File: config.mk
export PLATFORM = sky130hd
export DESIGN_NAME = shiftreg_burst
export DESIGN_NICKNAME = d
export VERILOG_FILES = /design/src/rtl/shiftreg_pkg.sv /design/src/rtl/shiftreg_next.sv /design/src/rtl/shiftreg_burst.sv
export SDC_FILE = /design/constraint.sdc
export NUM_CORES = 1
export LEC_CHECK = 0
export BUFFER_PORTS_ARGS = -buffer_cell sky130_fd_sc_hd__buf_2
export CAP_MARGIN = 0
export CORE_MARGIN = 2
export CORE_UTILIZATION = 59
export CTS_BUF_LIST = sky130_fd_sc_hd__clkbuf_2
export DETAILED_ROUTE_END_ITERATION = 7
export GPL_TIMING_DRIVEN = 0
export PLACE_DENSITY_LB_ADDON = 0.15
export SLEW_MARGIN = 20
export SYNTH_ARGS = -nofsm -noshare
export SYNTH_HDL_FRONTEND = slang
export SYNTH_SLANG_ARGS = --single-unit
File: constraint.sdc
create_clock -name clk -period 5.1 [get_ports clk]
set_input_delay 1.02 -clock clk [delete_from_list [all_inputs] [get_ports clk]]
set_output_delay 1.02 -clock clk [all_outputs]
set_load 0.02 [all_outputs]
File: src/rtl/shiftreg_pkg.sv
// shiftreg_pkg: shared shift-register mode codes, burst FSM states and helpers
package shiftreg_pkg;
  localparam int MODE_W = 3;
  typedef enum logic [MODE_W-1:0] {
    HOLD  = 3'd0,
    LEFT  = 3'd1,
    RIGHT = 3'd2,
    PLOAD = 3'd3,
    ROTL  = 3'd4,
    ROTR  = 3'd5,
    ASR   = 3'd6,
    CLEAR = 3'd7
  } mode_e;
  typedef enum logic {IDLE, BURST} state_e;
  function automatic logic is_shift(input mode_e m);
    return m == LEFT || m == RIGHT || m == ROTL || m == ROTR || m == ASR;
  endfunction
endpackage

File: src/rtl/shiftreg_next.sv
// shiftreg_next: combinational next-value function of the shift register for one mode
module shiftreg_next
  import shiftreg_pkg::*;
#(
  parameter int WIDTH = 8
) (
  input  logic [WIDTH-1:0] i_cur,
  input  mode_e            i_mode,
  input  logic             i_ser,
  input  logic [WIDTH-1:0] i_pin,
  output logic [WIDTH-1:0] o_next
);
  always_comb begin
    o_next = i_cur;
    case (i_mode)
      LEFT:    o_next = {i_cur[WIDTH-2:0], i_ser};
      RIGHT:   o_next = {i_ser, i_cur[WIDTH-1:1]};
      PLOAD:   o_next = i_pin;
      ROTL:    o_next = {i_cur[WIDTH-2:0], i_cur[WIDTH-1]};
      ROTR:    o_next = {i_cur[0], i_cur[WIDTH-1:1]};
      ASR:     o_next = {i_cur[WIDTH-1], i_cur[WIDTH-1:1]};
      CLEAR:   o_next = '0;
      default: o_next = i_cur;
    endcase
  end
endmodule

File: src/rtl/shiftreg_burst.sv
// shiftreg_burst: shift register with direct modes and a counted shift-burst engine
module shiftreg_burst
  import shiftreg_pkg::*;
#(
  parameter int WIDTH = 8,
  parameter int CNTW  = $clog2(WIDTH + 1)
) (
  input  logic              clk,
  input  logic              reset,
  input  logic [MODE_W-1:0] mode,
  input  logic [WIDTH-1:0]  parallelIn,
  input  logic              serialIn,
  input  logic              start,
  input  logic [CNTW-1:0]   shiftCount,
  output logic [WIDTH-1:0]  parallelOut,
  output logic              serialOutMsb,
  output logic              serialOutLsb,
  output logic              busy,
  output logic              done
);
  state_e           r_state, w_state_nx;
  logic [CNTW-1:0]  r_cnt, w_cnt_nx;
  mode_e            r_mode, w_mode_nx, w_op, w_mode_in;
  logic [WIDTH-1:0] r_data, w_data_nx;
  logic             r_done, w_done_nx, w_idle, w_go;
  // r_cnt counts shifts still pending after the current edge; the burst ends when it reaches 1
  always_comb begin
    w_mode_in  = mode_e'(mode);
    w_idle     = r_state == IDLE;
    w_go       = w_idle && start && is_shift(w_mode_in);
    w_op       = !w_idle ? r_mode : (w_go && shiftCount == '0) ? HOLD : w_mode_in;
    w_state_nx = w_idle ? ((w_go && shiftCount > CNTW'(1)) ? BURST : IDLE)
                        : (r_cnt == CNTW'(1) ? IDLE : BURST);
    w_cnt_nx   = !w_idle ? r_cnt - CNTW'(1)
                         : (w_go && shiftCount != '0) ? shiftCount - CNTW'(1) : r_cnt;
    w_mode_nx  = w_go ? w_mode_in : r_mode;
    w_done_nx  = w_idle ? (w_go && shiftCount <= CNTW'(1)) : r_cnt == CNTW'(1);
  end
  shiftreg_next #(.WIDTH(WIDTH)) u_next (
    .i_cur (r_data),
    .i_mode(w_op),
    .i_ser (serialIn),
    .i_pin (parallelIn),
    .o_next(w_data_nx)
  );
  always_ff @(posedge clk) begin
    if (reset) begin
      r_state <= IDLE;
      r_cnt   <= '0;
      r_mode  <= HOLD;
      r_data  <= '0;
      r_done  <= 1'b0;
    end else begin
      r_state <= w_state_nx;
      r_cnt   <= w_cnt_nx;
      r_mode  <= w_mode_nx;
      r_data  <= w_data_nx;
      r_done  <= w_done_nx;
    end
  end
  assign parallelOut  = r_data;
  assign serialOutMsb = r_data[WIDTH-1];
  assign serialOutLsb = r_data[0];
  assign busy         = r_state == BURST;
  assign done         = r_done;
endmodule

==> flow_summary.yaml, run 1 <==
run_status:
  outcome: "finished clean"
floorplan:
  die_w_um: 49.5
  initial_utilization: 0.623
  design.core.area_um2: 1960
  die_y_um: 49.5
  ioPinCount: 31
  fp-row-count: 16
  die-area_um2: 2450
detailed_routing:
  wl_per_cell_um: 13.3
  vias: 1270
  drt_iter0_markers: 51
  antenna_left: 0
  routed_wl_um: 2850
  vias_per_cell: 5.91
  route.detailed.drc: 0
  first_pass_iters: 5
critical_path:
  path_buf_inv: 2
  cp_max_fo: 6
  critPathArrivalTime_ns: 2.62
  max_stage_delay_ns: 0.42
  reg2reg_setup_slack_ns: 3.29
  path_cells: "buf_2, inv_1, ha_1, nor4b_1, nand4_2, o211ai_1, o221ai_1, nor2_1"
  reg2regPathDepth: 6
  critPathTopFamily: "simple AND/OR/NAND/NOR gates"
  cp-start-kind: "input port"
  cp.required_ns: 5.34
  slowest_stage: "nor4b_1"
  cp-end-kind: "flip-flop"
  critical_path_class: "input port to flip-flop"
  timing.rr.end: "parallelOut[4]"
  r2r_start: "busy"
sta:
  worstMarginPinSlew_ns: 0.545
  fmax_ghz: 0.419
  fin_crit_ns: 2.38
  relSlewSlack: 0.634
  hold_viol: 0
  setup_viol_count_final: 0
  rsz0062_at_grt: "false"
  worst_clock_skew_ns: 0.00612
  fin_tns_setup_ns: 0
  finalCritPeriodShare: 0.468
  slew_violations: 0
cells_and_area:
  layout-drive-gt1-share: 0.250
  diodes: 0
  finalInstanceArea_um2: 1420
  final_common_cell: "buf_2"
  layout_common_cells: "29 x buf_2, 27 x nor2_1, 17 x dfxtp_1"
  area_growth_pct: 15.9
  fin_nets: 212
yosys:
  synthFlopType: "dfxtp_1"
  synth_edf_count: 0
  syn_area_um2: 1220
  avgSynthCellArea_um2: 7.84
  yosysSeqAreaShare: 0.278
  synth-async-reset-ratio: 0
  ys_types: 45
  synthCells: 156
  synth_warnings: 0
  ys_ff_latch: 17
  syn_nets: 179
pwr:
  p_int_w: 0.000231
  seq_power_share: 0.437
  p_leak_nw: 0.609
  swShare: 0.393
  power-per-cell-area_nw_per_um2: 269
  pwr-share-comb: 0.401
  clockPowerShare: 0.162
  p_switching_w: 0.000150
  vdd_drop_max_uv: 195
cts:
  cts_buffers: 3
  postCtsSetupBuffers: 0
  clkTransAtPathRegs_ns: 0.18
  clockBufferDepth: 2
  clkLatencyLatePin_ns: 0.29
  htreeDepth: 1
  cts_tree: "built"
  holdBufCountCts: 0
  clkSinkCount: 17
  cts_resized: 0
  ctsRootBufferMaster: "clkbuf_2"
place:
  placed_cell_area_um2: 1400
  gp_congestion: 0.831
  port_buffers: 28
  post-dp-hpwl_um: 2190
min_path:
  min-delay-start: "r_cnt[3]"
  holdCritPathClass: "flip-flop to flip-flop"
  hold_depth: 2
  hold_end: "r_cnt[3]"
grt:
  grt_pass1_wl_um: 4820
  grt-ovfl-total: 0
  grt_use_total: 0.244
  grt_max_degree: 11
  first_global_vias: 1125
  antenna_found_initial: 0
run:
  maxCapViolations: 0
-- power groups by stage --
stage	registers, W	logic [W]	clock network [W]
2_1_floorplan	0.000178	0.0000998	0
3_3_place_gp	0.000168	0.000146	0
3_5_place_dp	0.000169	0.000151	0
4_1_cts	0.000166	0.000152	0.0000637
5_1_grt	0.000169	0.000169	0.0000699
6_report	0.000166	0.000153	0.0000615
-- per-layer routing --
layer	routed length, µm	track usage	up-vias	part of all wire
li1	-	-	631	-
met1	1320	0.330	592	0.46
met2	1370	0.411	45	0.48
met3	147	0.0394	2	0.052
met4	8	0.0463	0	0.0028
met5	0	0	-	0
-- worst max-delay path by stage --
stage                     cells past startpoint             end  slack [ns]     startpoint
after floorplan                               7        r_cnt[0]        2.70  shiftCount[1]
after global placement                        8        r_cnt[0]        2.49  shiftCount[0]
after detailed placement                      8        r_cnt[0]        2.44  shiftCount[0]
after CTS                                     8        r_cnt[0]        2.77  shiftCount[0]
after global routing                          8  parallelOut[1]        2.62  shiftCount[0]
final                                         8  parallelOut[4]        2.72  shiftCount[0]
-- synth_stat cells, types with 2 or more instances --
cell type / count / area share
buf_6: 2 / 0.018
mux2_2: 3 / 0.028
o21ai_0: 6 / 0.025
nor2_1: 27 / 0.083
nand2_1: 14 / 0.043
ha_1: 4 / 0.041
mux2i_1: 2 / 0.016
inv_1: 5 / 0.015
dfxtp_1: 17 / 0.28
nor3_1: 7 / 0.029
o221ai_1: 6 / 0.043
nand2b_1: 2 / 0.010
a211oi_1: 2 / 0.012
xnor2_1: 4 / 0.029
nor2b_1: 2 / 0.010
a21oi_1: 11 / 0.045
clkbuf_1: 3 / 0.0092
a22oi_1: 3 / 0.018
o211ai_1: 3 / 0.018
nand3_1: 5 / 0.020
a31oi_1: 2 / 0.010
buf_4: 3 / 0.018
-- stage by stage --
| step | total power [W] | hold WS [ns] | setup WS (ns) | util | std cells |
|---|---|---|---|---|---|
| CTS | 0.000381 | 0.519 | 2.77 | 0.722 | 215 |
| floorplan | 0.000278 | 0.467 | 2.70 | - | 156 |
| detailed placement | 0.000320 | 0.493 | 2.44 | 0.712 | 211 |
| finish | 0.000380 | 0.527 | 2.72 | 0.722 | 215 |
| global route | 0.000407 | 0.528 | 2.62 | 0.722 | 215 |
| global placement | 0.000314 | 0.479 | 2.49 | 0.712 | 211 |
-- flip-flops by register name, summed over array words and instances, names as in the netlist --
signal / cells
busy: 1
done: 1
parallelOut: 8
r_cnt: 4
r_mode: 3
-- worst register-to-register path: stages, from the launching register on --
cell and delay [ns]:
dfxtp_1 0.38, buf_6 0.16, nor4b_1 0.42, nand4_2 0.22, o211ai_1 0.29, o221ai_1 0.19, nor2_1 0.11
-- cell families (layout without fill, tap and decap cells) --
| kind of cell | count (synthesis) | in the layout | synth area share |
|---|---|---|---|
| fa+ha+maj | 4 | 4 | 0.0409 |
| mux | 6 | 6 | 0.0553 |
| xor+xnor | 5 | 5 | 0.0358 |
| simple gates | 64 | 64 | 0.247 |
| flops | 17 | 17 | 0.278 |
| compound gates | 45 | 45 | 0.274 |
| buf+inv | 15 | 47 | 0.0686 |
-- cell type report --
type,count,area (µm²)
plain buffers,10,65.1
multi-input cells,124,798
well taps,27,33.8
flip-flops and latches,17,340
clock inverters,1,5.00
fillers,168,546
repair buffers,28,140
clock buffers,3,15.0
inverters,5,18.8
(Power assumes the default switching activity.)
==> inputs of run 2 (changes only) <==
Settings changed: ABC_AREA set to 1, CORE_UTILIZATION 59 to 49.
Clock period 5.1 ns to 1.91 ns, I/O delays scaled along.
==> flow_summary.yaml, run 2 <==
cells_and_area:
  finalInstanceArea_um2: 1430
  fin_nets: 246
  layout_common_cells: "60 x nand2_1, 30 x buf_2, 26 x nor2_1"
  area_growth_pct: 19.1
  layoutNonFillerInstCount: 250
  layout-drive-gt1-share: 0.243
  largest_reg_flops: 8
  diodes: 0
  final_common_cell: "nand2_1"
  fillCellCount: 229
place:
  place_inst: 246
  placed_cell_area_um2: 1380
  post-dp-hpwl_um: 1970
  gp_congestion: 0.814
  port_buffers: 30
yosys:
  yosysMostFrequentCell: "nand2_1"
  yosysSeqAreaShare: 0.284
  avgSynthCellArea_um2: 6.37
  synth_edf_count: 0
  syn_area_um2: 1200
  synthCells: 188
  ys_ff_latch: 17
  syn_nets: 211
  netlist.area_leader.share: 0.284
  post-synth-top-area-cell: "dfxtp_1"
  synth_common_cells: "61 x nand2_1, 26 x nor2_1, 20 x inv_1"
  synth-async-reset-ratio: 0
  synthFlopType: "dfxtp_1"
  synth_warnings: 0
  synthTopCellsByArea: "dfxtp_1 28%, nand2_1 19%, nor2_1 8.2%"
  ys_types: 28
sta:
  hold_viol: 0
  fin_crit_ns: 1.72
  worstMarginPinSlew_ns: 0.450
  fmax_ghz: 0.581
  setup_viol_count_final: 0
  slew_violations: 0
  fin_tns_setup_ns: 0
  finalCritPeriodShare: 0.901
  rsz0062_at_grt: "false"
  relSlewSlack: 0.700
  worst_clock_skew_ns: 0.00560
pwr:
  p_leak_nw: 0.765
  clockPowerShare: 0.165
  p_switching_w: 0.000390
  vdd_drop_max_uv: 453
  p_int_w: 0.000602
  p_total_w: 0.000992
  power-per-cell-area_nw_per_um2: 695
  pwr-share-comb: 0.402
  swShare: 0.393
  seq_power_share: 0.433
floorplan:
  fp-row-count: 17
  die-area_um2: 2860
  design.core.area_um2: 2250
  die_y_um: 53.4
  die_w_um: 53.4
  ioPinCount: 31
  initial_utilization: 0.531
cts:
  postCtsSetupBuffers: 0
  cts_buffers: 3
  cts_resized: 0
  clkTransAtPathRegs_ns: 0.16
  holdBufCountCts: 0
  cts_tree: "built"
  clkSinkCount: 17
  clkLatencyLatePin_ns: 0.28
  clockBufferDepth: 2
  ctsRootBufferMaster: "clkbuf_2"
  htreeDepth: 1
min_path:
  holdCritPathClass: "input port to flip-flop"
detailed_routing:
  vias_per_cell: 4.91
  wl_per_cell_um: 10.1
  route.detailed.drc: 0
  drt_iter0_markers: 33
  first_pass_iters: 4
  antenna_left: 0
  routed_wl_um: 2530
  vias: 1227
run_status:
  outcome: "finished clean"
grt:
  grt_use_total: 0.199
  first_global_vias: 1028
  grt-ovfl-total: 0
  antenna_found_initial: 0
  grt_pass1_wl_um: 4200
  grt_max_degree: 11
critical_path:
  critPathArrivalTime_ns: 1.93
  cp.required_ns: 2.11
  cp-end-kind: "flip-flop"
  critical_path_class: "flip-flop to flip-flop"
  cp_max_fo: 10
  cp-start-kind: "flip-flop"
run:
  maxCapViolations: 0
==> run 2: cell count changes after synthesis, moves of 3 or more <==
| cell | delta |
|---|---|
| nand2_1 | +47 |
| inv_1 | +15 |
| nor3_1 | -6 |
| o21ai_1 | +6 |
| o221ai_1 | -6 |
| a21oi_1 | -5 |
| nand3_1 | +5 |
| nand2_4 | +4 |
| a22oi_1 | -3 |
| clkbuf_1 | -3 |
| mux2_2 | -3 |
| nand2_2 | +3 |
| o211ai_1 | -3 |
==> run 2: kinds of logic after synthesis <==
logic type / Yosys count / share of synthesized area
buffers and inverters: 27 / 0.108
XOR/XNOR: 2 / 0.0146
flip-flops: 17 / 0.284
AND/OR/NAND/NOR: 111 / 0.422
adder cells (fa/ha/maj): 4 / 0.0418
AO/OA/AOI/OAI: 27 / 0.130
==> run 2: cell type report <==
cell class | instances | area (µm²) | area share
Inverter | 22 | 87.6 | 0.0614
Sequential cell | 17 | 340 | 0.239
Clock buffer | 4 | 20.0 | 0.0140
Buffer | 5 | 41.3 | 0.0289
Multi-Input combinational cell | 144 | 752 | 0.527
Tap cell | 28 | 35.0 | 0.0246
Timing Repair Buffer | 30 | 150 | 0.105
==> run 2: worst paths after layout <==
| path | start | to | slack, ns | cells after the start |
|---|---|---|---|---|
| setup / recovery | busy | parallelOut[2] | 0.19 | 12 |
| hold / removal | reset | r_mode[1] | 0.34 | 2 |
| setup reg to reg | busy | parallelOut[2] | 0.19 | 12 |
| hold reg to reg | r_mode[2] | r_mode[2] | 0.48 | 2 |
==> run 2: per-stage QoR <==
step / hold WS (ns) / utilization / setup WS (ns)
6_report: 0.336 / 0.633 / 0.189
5_1_grt: 0.314 / 0.633 / 0.00800
4_1_cts: 0.329 / 0.622 / 0.162
3_5_place_dp: 0.460 / 0.613 / -0.0822
3_3_place_gp: 0.453 / 0.613 / -0.0535
2_1_floorplan: 0.435 / - / 0.227
==> run 2: routing by layer <==
layer	track usage	part of all wire
met1	0.262	0.49
met4	0.0769	0.0083
met3	0.0254	0.042
met2	0.325	0.46
met5	0	0
==> run 2: power by group through the flow <==
stage	Combinational [W]	Clock (W)	Sequential [W]
after global placement	0.000381	0	0.000435
after CTS	0.000394	0.000172	0.000429
after detailed placement	0.000392	0	0.000437
after global routing	0.000451	0.000187	0.000436
after floorplan	0.000263	0	0.000463
final	0.000399	0.000164	0.000430
==> run 2: worst max-delay path, cell delays in order (launching register included) <==
cell and delay (ns):
dfxtp_1 0.35, buf_6 0.14, clkinv_4 0.08, nand2_4 0.05, nor2_4 0.16, nand3_4 0.12, nand2_1 0.12, nand2_4 0.11
nor2_8 0.11, nand2_4 0.08, buf_6 0.15, o21ai_1 0.11, nor2_1 0.06
